$ cat config.mk
export PLATFORM = sky130hd
export DESIGN_NAME = retire_trace_buffer
export DESIGN_NICKNAME = d
export VERILOG_FILES = /design/src/rtl/riscv_pkg.sv /design/src/rtl/trace_fifo.sv /design/src/rtl/retire_trace_buffer.sv
export SDC_FILE = /design/constraint.sdc
export NUM_CORES = 2
export LEC_CHECK = 0
export CORE_ASPECT_RATIO = 0.9
export CORE_MARGIN = 2
export CORE_UTILIZATION = 35
export DETAILED_ROUTE_END_ITERATION = 7
export PLACE_DENSITY_LB_ADDON = 0.12
export SYNTH_ARGS = -nofsm -noshare
export SYNTH_HDL_FRONTEND = slang
export SYNTH_SLANG_ARGS = --single-unit
$ cat constraint.sdc
create_clock -name clk_i -period 23.3 [get_ports clk_i]
set_input_delay 4.66 -clock clk_i [delete_from_list [all_inputs] [get_ports clk_i]]
set_output_delay 4.66 -clock clk_i [all_outputs]
set_load 0.01 [all_outputs]
$ cat src/rtl/riscv_pkg.sv
// Shared core definitions used by the retirement trace buffer: record layout,
// streaming state encoding and header bit positions.
package riscv_pkg;

    localparam int XLEN        = 32;
    localparam int HDR_SEQ_LSB = 16;
    localparam int HDR_HASREG  = 7;
    localparam int HDR_HASMEM  = 6;

    // One retired instruction as held in the trace FIFO.
    typedef struct packed {
        logic [15:0]     seq;
        logic [XLEN-1:0] pc;
        logic [XLEN-1:0] instr;
        logic [4:0]      reg_addr;
        logic [XLEN-1:0] reg_data;
        logic [XLEN-1:0] mem_addr;
        logic [XLEN-1:0] mem_data;
    } trace_rec_t;

    // Beat currently presented on the stream (IDLE = nothing in flight).
    typedef enum logic [2:0] {
        ST_IDLE  = 3'd0,
        ST_HDR   = 3'd1,
        ST_PC    = 3'd2,
        ST_INSTR = 3'd3,
        ST_RDATA = 3'd4,
        ST_MADDR = 3'd5,
        ST_MDATA = 3'd6
    } trace_state_e;

    // Header word: seq in the top half, presence flags and rd below.
    function automatic logic [XLEN-1:0] trace_header(input trace_rec_t rec);
        logic [XLEN-1:0] hdr_v;
        hdr_v                        = '0;
        hdr_v[HDR_SEQ_LSB +: 16]     = rec.seq;
        hdr_v[HDR_HASREG]            = (rec.reg_addr != 5'd0);
        hdr_v[HDR_HASMEM]            = (rec.mem_addr != '0);
        hdr_v[4:0]                   = rec.reg_addr;
        return hdr_v;
    endfunction

endpackage

$ cat src/rtl/trace_fifo.sv
// Synchronous FIFO of trace records with occupancy count. Push while full and
// pop while empty are ignored; the caller gates both anyway.
module trace_fifo
    import riscv_pkg::*;
#(
    parameter int DEPTH = 8
) (
    input  logic                     clk_i,
    input  logic                     rst_i,
    input  logic                     push,
    input  trace_rec_t               wr_rec,
    input  logic                     pop,
    output trace_rec_t               rd_rec,
    output logic                     full,
    output logic                     empty,
    output logic [$clog2(DEPTH):0]   count
);

    localparam int AW = $clog2(DEPTH);

    trace_rec_t       mem_r [DEPTH];
    logic [AW-1:0]    wr_ptr_r;
    logic [AW-1:0]    rd_ptr_r;
    logic [AW:0]      count_r;
    logic             push_ok_s;
    logic             pop_ok_s;

    assign full      = (count_r == (AW+1)'(DEPTH));
    assign empty     = (count_r == '0);
    assign count     = count_r;
    assign rd_rec    = mem_r[rd_ptr_r];
    assign push_ok_s = push && !full;
    assign pop_ok_s  = pop && !empty;

    // Record storage; no reset needed since only counted entries are read
    always_ff @(posedge clk_i) begin
        if (push_ok_s) begin
            mem_r[wr_ptr_r] <= wr_rec;
        end
    end

    // Pointer and occupancy bookkeeping
    always_ff @(posedge clk_i) begin
        if (rst_i) begin
            wr_ptr_r <= '0;
            rd_ptr_r <= '0;
            count_r  <= '0;
        end else begin
            if (push_ok_s) wr_ptr_r <= wr_ptr_r + AW'(1);
            else           wr_ptr_r <= wr_ptr_r;
            if (pop_ok_s)  rd_ptr_r <= rd_ptr_r + AW'(1);
            else           rd_ptr_r <= rd_ptr_r;
            case ({push_ok_s, pop_ok_s})
                2'b10:   count_r <= count_r + (AW+1)'(1);
                2'b01:   count_r <= count_r - (AW+1)'(1);
                default: count_r <= count_r;
            endcase
        end
    end

endmodule

$ cat src/rtl/retire_trace_buffer.sv
// Retirement trace buffer: captures one record per retired instruction and
// streams it as XLEN-bit beats (HDR, PC, INSTR, RDATA, MADDR, MDATA).
// Optional build macro TRACE_COMPRESS_EN: skip RDATA when no register write
// and MADDR/MDATA when no memory access (3..6 beats per record).
module retire_trace_buffer
    import riscv_pkg::*;
#(
    parameter int XLEN  = riscv_pkg::XLEN,
    parameter int DEPTH = 8
) (
    input  logic                   clk_i,
    input  logic                   rst_i,
    input  logic                   update_i,
    input  logic [XLEN-1:0]        pc_i,
    input  logic [XLEN-1:0]        instr_i,
    input  logic [4:0]             reg_addr_i,
    input  logic [XLEN-1:0]        reg_data_i,
    input  logic [XLEN-1:0]        mem_addr_i,
    input  logic [XLEN-1:0]        mem_data_i,
    output logic                   tvalid_o,
    output logic [XLEN-1:0]        tdata_o,
    output logic                   tlast_o,
    input  logic                   tready_i,
    output logic                   overflow_o,
    output logic [15:0]            drop_cnt_o,
    output logic [$clog2(DEPTH):0] level_o
);

    // Field word for a given beat; absent fields read as zero.
    function automatic logic [XLEN-1:0] beat_data(input trace_state_e st, input trace_rec_t rec);
        logic [XLEN-1:0] d_v;
        case (st)
            ST_HDR:   d_v = trace_header(rec);
            ST_PC:    d_v = rec.pc;
            ST_INSTR: d_v = rec.instr;
            ST_RDATA: d_v = (rec.reg_addr != 5'd0) ? rec.reg_data : '0;
            ST_MADDR: d_v = rec.mem_addr;
            ST_MDATA: d_v = (rec.mem_addr != '0) ? rec.mem_data : '0;
            default:  d_v = '0;
        endcase
        return d_v;
    endfunction

    // Beat that follows st within the same record (only used when st is not last).
    function automatic trace_state_e next_beat(input trace_state_e st, input trace_rec_t rec);
        trace_state_e n_v;
        case (st)
            ST_HDR:   n_v = ST_PC;
            ST_PC:    n_v = ST_INSTR;
`ifdef TRACE_COMPRESS_EN
            ST_INSTR: n_v = (rec.reg_addr != 5'd0) ? ST_RDATA : ST_MADDR;
`else
            ST_INSTR: n_v = ST_RDATA;
`endif
            ST_RDATA: n_v = ST_MADDR;
            ST_MADDR: n_v = ST_MDATA;
            default:  n_v = ST_IDLE;
        endcase
        return n_v;
    endfunction

    // True when st is the final beat emitted for rec.
    function automatic logic is_last(input trace_state_e st, input trace_rec_t rec);
        logic last_v;
`ifdef TRACE_COMPRESS_EN
        logic has_reg_v;
        logic has_mem_v;
        has_reg_v = (rec.reg_addr != 5'd0);
        has_mem_v = (rec.mem_addr != '0);
        case (st)
            ST_INSTR: last_v = !has_reg_v && !has_mem_v;
            ST_RDATA: last_v = !has_mem_v;
            ST_MDATA: last_v = 1'b1;
            default:  last_v = 1'b0;
        endcase
`else
        last_v = (st == ST_MDATA) && (rec.seq == rec.seq);
`endif
        return last_v;
    endfunction

    trace_rec_t                 cap_rec_s;
    trace_rec_t                 head_s;
    trace_rec_t                 hold_r;
    trace_state_e               state_r;
    trace_state_e               nxt_state_s;
    logic                       push_s;
    logic                       pop_s;
    logic                       drop_s;
    logic                       full_s;
    logic                       empty_s;
    logic [$clog2(DEPTH):0]     count_s;
    logic [15:0]                seq_r;
    logic                       overflow_r;
    logic [15:0]                drop_cnt_r;
    logic                       tvalid_r;
    logic [XLEN-1:0]            tdata_r;
    logic                       tlast_r;

    // Full is the registered count, so a same-cycle pop never rescues a push
    assign push_s = update_i && !full_s;
    assign drop_s = update_i && full_s;

    // Assemble the record presented by the core this cycle
    always_comb begin
        cap_rec_s          = '0;
        cap_rec_s.seq      = seq_r;
        cap_rec_s.pc       = pc_i;
        cap_rec_s.instr    = instr_i;
        cap_rec_s.reg_addr = reg_addr_i;
        cap_rec_s.reg_data = reg_data_i;
        cap_rec_s.mem_addr = mem_addr_i;
        cap_rec_s.mem_data = mem_data_i;
    end

    // Pop when idle with work waiting, or when the last beat is being accepted
    always_comb begin
        pop_s       = 1'b0;
        nxt_state_s = next_beat(state_r, hold_r);
        if (state_r == ST_IDLE) begin
            pop_s = !empty_s;
        end else if (tvalid_r && tready_i && tlast_r) begin
            pop_s = !empty_s;
        end else begin
            pop_s = 1'b0;
        end
    end

    trace_fifo #(.DEPTH(DEPTH)) u_fifo (
        .clk_i  (clk_i),
        .rst_i  (rst_i),
        .push   (push_s),
        .wr_rec (cap_rec_s),
        .pop    (pop_s),
        .rd_rec (head_s),
        .full   (full_s),
        .empty  (empty_s),
        .count  (count_s)
    );

    // Sequence counter plus sticky overflow and saturating drop counter
    always_ff @(posedge clk_i) begin
        if (rst_i) begin
            seq_r      <= 16'd0;
            overflow_r <= 1'b0;
            drop_cnt_r <= 16'd0;
        end else begin
            if (update_i) seq_r <= seq_r + 16'd1;
            else          seq_r <= seq_r;
            if (drop_s) begin
                overflow_r <= 1'b1;
                if (drop_cnt_r != 16'hFFFF) drop_cnt_r <= drop_cnt_r + 16'd1;
                else                        drop_cnt_r <= drop_cnt_r;
            end else begin
                overflow_r <= overflow_r;
                drop_cnt_r <= drop_cnt_r;
            end
        end
    end

    // Streaming FSM with registered beat outputs; state names the beat on the wire
    always_ff @(posedge clk_i) begin
        if (rst_i) begin
            state_r  <= ST_IDLE;
            hold_r   <= '0;
            tvalid_r <= 1'b0;
            tdata_r  <= '0;
            tlast_r  <= 1'b0;
        end else begin
            case (state_r)
                ST_IDLE: begin
                    if (!empty_s) begin
                        state_r <= ST_HDR;
                        hold_r  <= head_s;
                    end else begin
                        state_r <= ST_IDLE;
                    end
                end
                default: begin
                    if (!tvalid_r) begin
                        // First cycle after leaving IDLE: present the header
                        tvalid_r <= 1'b1;
                        tdata_r  <= beat_data(state_r, hold_r);
                        tlast_r  <= is_last(state_r, hold_r);
                    end else if (tready_i) begin
                        if (tlast_r && !empty_s) begin
                            state_r  <= ST_HDR;
                            hold_r   <= head_s;
                            tdata_r  <= beat_data(ST_HDR, head_s);
                            tlast_r  <= is_last(ST_HDR, head_s);
                        end else if (tlast_r) begin
                            state_r  <= ST_IDLE;
                            tvalid_r <= 1'b0;
                            tdata_r  <= '0;
                            tlast_r  <= 1'b0;
                        end else begin
                            state_r  <= nxt_state_s;
                            tdata_r  <= beat_data(nxt_state_s, hold_r);
                            tlast_r  <= is_last(nxt_state_s, hold_r);
                        end
                    end else begin
                        state_r <= state_r;
                    end
                end
            endcase
        end
    end

    assign tvalid_o   = tvalid_r;
    assign tdata_o    = tdata_r;
    assign tlast_o    = tlast_r;
    assign overflow_o = overflow_r;
    assign drop_cnt_o = drop_cnt_r;
    assign level_o    = count_s;

endmodule
---- Yosys cells after proc, flatten, opt, wreduce, memory -nomap -nowiden ----
Memories as Yosys holds them, arrays and structs flattened. A register that Yosys moved wholly into a read port is not among the register bits.
Cells that the tools add are included.
cells by class
  $add $sub $neg .......................... 6
  equal/unequal tests ..................... 18
  muxes and demuxes ....................... 35
  bitwise operators ....................... 1
  reduce and logical (&&, ||, !) cells .... 23
operators with widths
  operator                                                             number
  181-bit two-way mux                                                  5
  32-bit case mux with 6 select lines                                  2
  32-bit two-way mux                                                   6
  32-bit nonzero test                                                  2
  16-bit by 1-bit adder with 16-bit output (second input constant)     2
  3-bit two-way mux                                                    7
  3-bit == test (second input constant)                                6
  16-bit inequality test (second input constant)                       1
  3-bit case mux with 5 select lines                                   1
  1-bit two-way mux                                                    13
  3-bit by 2-bit == test with 1-bit output (second input constant)     4
  5-bit nonzero test                                                   2
  4-bit case mux with 2 select lines                                   1
  2-bit nonzero test                                                   4
  1-bit logical AND                                                    7
  3-bit by 1-bit adder with 3-bit output (second input constant)       2
  3-bit by 1-bit == test with 1-bit output (second input constant)     2
  2-bit AND reduction                                                  3
  4-bit by 1-bit adder with 4-bit output (second input constant)       1
  4-bit == test (second input constant)                                1
  4-bit zero test                                                      1
  2-bit inequality test (second input constant)                        2
  4-bit AND reduction                                                  1
  4-bit by 1-bit subtractor with 4-bit output (second input constant)  1
  other kinds (5)                                                      6
storage, ports and cells
  flip-flop bits (word level) ............. 261
  memory bits (writable) .................. 1448
  bits of input ports ..................... 169
  output and inout port bits .............. 55
  word-level logic and storage cells ...... 101
  memories kept ........................... 1
memory list
  name          words  bits a word  read ports  clocked after Yosys merged registers in  write ports  RTL line          RTL
  u_fifo.mem_r  8      181          1           1                                        1            trace_fifo.sv:21  trace_rec_t mem_r [DEPTH];

---- Longest topological paths before layout ----
  depth in word-level cells ............... 8
  depth in mapped cells ................... 14
  gate-level depth less buffers ........... 11

---- By module ----
A second synthesis with hierarchy kept.
unflattened totals
  cells, all modules ...................... 3722
  area total of the unflattened synthesis .. 66949.2 um^2
by module, submodules not included
  module               instances  cells each  area each (um^2)  sequential area each (um^2)
  trace_fifo           1          2165        54910.2           43742.0
  retire_trace_buffer  1          1557        12039.0           5024.8

---- Worst setup path before layout ----
OpenSTA, ideal clock, no wires.
  path kind ............................... in2reg
  start ................................... in update_i
  end ..................................... mem u_fifo.mem_r[0][0] (netlist bit), enable pin
  setup time .............................. 0.944 ns
  arrival ................................. 17.472 ns
  data required time ...................... 22.356 ns
  path slack .............................. 4.884 ns
  stages on the path ...................... 4
  path buffers ............................ 1
  path through ............................ clkbuf_1 > and2_1 > nand2b_1 > nor3_1
between the ends
  longest elaborated chain between the ends .. 4
ends and longest elaborated chain
  item                                     RTL line                    RTL
  start, declared                          retire_trace_buffer.sv:13   input logic update_i,
  1-bit logical AND                        retire_trace_buffer.sv:101  assign push_s = update_i && !full_s;
  1-bit logical AND                        trace_fifo.sv:32            assign push_ok_s = push && !full;
  1-bit two-way mux                        trace_fifo.sv:37            if (push_ok_s) begin
  1-bit two-way mux (not written as such)  trace_fifo.sv:38            mem_r[wr_ptr_r] <= wr_rec;
  end, declared                            trace_fifo.sv:21
Every way passes these cells.

---- Worst setup path after layout ----
  start ................................... in update_i
  end ..................................... mem u_fifo.mem_r[0][104] (netlist bit), enable pin
Same word-level chain as after synthesis.

==> run metrics <==
clock-pin slew on the worst setup and hold paths 0.06 ns; Layout Cells excl Fill 6530; CP dominant cell by count buf_4; clk sinks 1712; drt via density 5.24; critical path arrival 8.43 ns; Syn Area/Cell 18.3 µm²; crit end category flop; Power Internal 6.06 mW; via count 34200; die area 192000 µm²; Pleak 23.6 nW; synth-to-layout area growth 16.9%; Slew headroom 18.4%; Final period util 34.3%; Highest Clock Rate 0.125 GHz; clock buffer depth 3; placed cells 6186; switching share of power 31.5%; post-cts sizing count 0; critical path required time 23.73 ns; I/O pins 224; DP HPWL 113000 µm; Critical Path Start Type input pin; number of max-cap violations 0; total track usage 18.7%; Slew Limit Fails 0; Seq/Total Area, Yosys 73.7%; initial antenna violation count 7; status finished, final reports clean; CP cell instances clkdlybuf4s50_1, and2_1, nand2b_1, nor3_2, buf_4, buf_4; CTS tree built; GR Overflow Total 0; Yosys warning count 0; actual slew at the worst max-slew pin 1.22 ns; vias in the first global route 34500; Root Driver clkbuf_16; WL met2 86000 µm; Multi-input gate area 16400 µm²; endpoints failing hold 0; drt first pass iters 6; Final min period 8.00 ns; final wirelength 181000 µm; Total Neg Setup Slack 0 ns; Routed Antenna Nets 0; CORE AREA 188000 µm²; PD cells 115 nW/µm²; Synth Instances 3605; Cell Area, Synth 66100 µm²; drt wl/cell 27.7 µm; clk_skew 0.0365 ns; setup bufs post-CTS 0; slowest CP cell nor3_2; Max VDD drop 0.136 mV; Iter 0 DRT Violations 2856; M1 WL 84300 µm; H-tree Lvls 4; RSZ-0062 raised after global routing no; CP peak stage delay 0.86 ns; min-delay worst type reg2reg; register area 48800 µm²; CP max FO 48; Die Width 462 µm; Port Buffer Count 223; Synthesized Nets 3782; layout cell share with drive strength beyond 1 17.9%; Fillers 16800; sequential share of power 44.8%; nets 4022; setup ws final 15.30 ns; register bit total from synthesis 1712; Design Area, Final 77300 µm²; Final Wtd Congestion 0.835; DRC 0; initial core utilization 35.2%; placed inst area 71200 µm²; std cell rows 151; Num CTS Buffers 181; largest net degree at the start of global routing 163; main flop type after synthesis edfxtp_1; Setup WS pre-CTS 14.32 ns; Gate power share 22.3%; Top Metal Used met5; Clock power frac 32.9%; sw power 2.79 mW; Async SR Flop Fraction 0%; EDFF count, synth 1448; Setup-failing EPs final 0; first-pass GRT wire length 260000 µm; met3 wire len 7550 µm; Post-CTS Hold Buffers 0; Die Height 416 µm; post-synthesis cell type count 53; worst setup path class in2reg; Worst-Skew Late Latency 0.83 ns
-- per-stage QoR --
step,power [mW],util (%),hold slack [ns]
2_1_floorplan,5.21,-,0.454
3_5_place_dp,6.04,37.9,0.467
6_report,8.86,41.1,0.481
3_3_place_gp,6.02,37.9,0.463
5_1_grt,9.25,41.1,0.502
4_1_cts,8.97,41.1,0.485
-- power groups by stage --
| stage | registers, mW | clock network, mW | logic [mW] |
|---|---|---|---|
| after floorplan | 3.86 | 0 | 1.35 |
| after global placement | 4.03 | 0 | 1.99 |
| after detailed placement | 4.03 | 0 | 2.00 |
| after CTS | 3.97 | 2.99 | 2.01 |
| after global routing | 3.99 | 3.11 | 2.15 |
| final | 3.97 | 2.92 | 1.97 |
-- final timing paths --
kind              startpoint                   end  slack (ns)  cells past startpoint
hold reg to reg   overflow_o            overflow_o        0.48                      2
hold / removal    overflow_o            overflow_o        0.48                      2
setup / recovery    update_i  u_fifo.mem_r[0][104]       15.30                      6
setup reg to reg        flop           hold_r[119]       17.91                      7
-- layout by cell type (no fill, tap or decap), drive strengths merged, types with 64 or more instances in the layout --
master / n
a211oi: 175
a22oi: 84
buf: 76
clkbuf: 232
clkdlybuf4s50: 222
clkinv: 86
dfxtp: 264
edfxtp: 1448
mux2i: 258
mux4: 330
nand2: 90
nor2: 286
o21ai: 64
-- critical path, delay by kind of cell --
family	cells	cell delay, ns
AND/OR/NAND/NOR	3	1.40
buffers and inverters	3	2.23
-- cells by family after synthesis --
logic type / share of synthesized area, %
AOI/OAI and AO/OA: 5.62
xor gates and xnor gates: 0.397
adders and majority gates: 0.163
buffers and inverters: 1.60
DFF: 73.7
muxes: 15.3
and+or+nand+nor: 3.15
-- layer usage --
layer / vias to the layer above / global-route usage (%)
li1: 15200 / -
met1: 18000 / 26.9
met2: 792 / 29.8
met3: 211 / 3.08
met4: 4 / 4.27
met5: - / 0
-- cell type report --
cell class | count | share of cell area (%)
tap | 2524 | 4.09
clock buffer | 232 | 6.36
multi-input combinational | 1643 | 21.2
inverter | 9 | 0.0534
clock inverter | 111 | 1.52
antenna | 1 | 0.00324
timing repair buffer | 298 | 3.66
sequential | 1712 | 63.1
-- cells in the mapped netlist (all sizes together) (19+ instances only) --
master,instances,area share [%]
o21ai,64,0.48
o22ai,28,0.26
a21oi,40,0.30
mux4,330,11
mux2i,258,3.9
buf,83,0.65
edfxtp,1448,66
a221o,22,0.33
nand3,23,0.17
clkbuf,158,0.90
xor2,23,0.30
dfxtp,264,8.0
a221oi,42,0.56
o21a,23,0.26
nor2,286,1.6
a22oi,84,0.95
a211oi,175,2.0
nor3,19,0.14
nand2,90,0.51
-- state kept, by name (all words and copies together) (netlist names), named ones only --
| signal | cells |
|---|---|
| hold_r | 181 |
| tdata_o | 32 |
| overflow_o | 1 |
| drop_cnt_o | 16 |
| u_fifo.wr_ptr_r | 3 |
| state_r | 3 |
| u_fifo.mem_r | 1448 |
| seq_r | 16 |
| u_fifo.count | 4 |
| u_fifo.rd_ptr_r | 3 |
| tlast_o | 1 |
| tvalid_o | 1 |
Note: power is estimated with default switching activity, not from simulation.
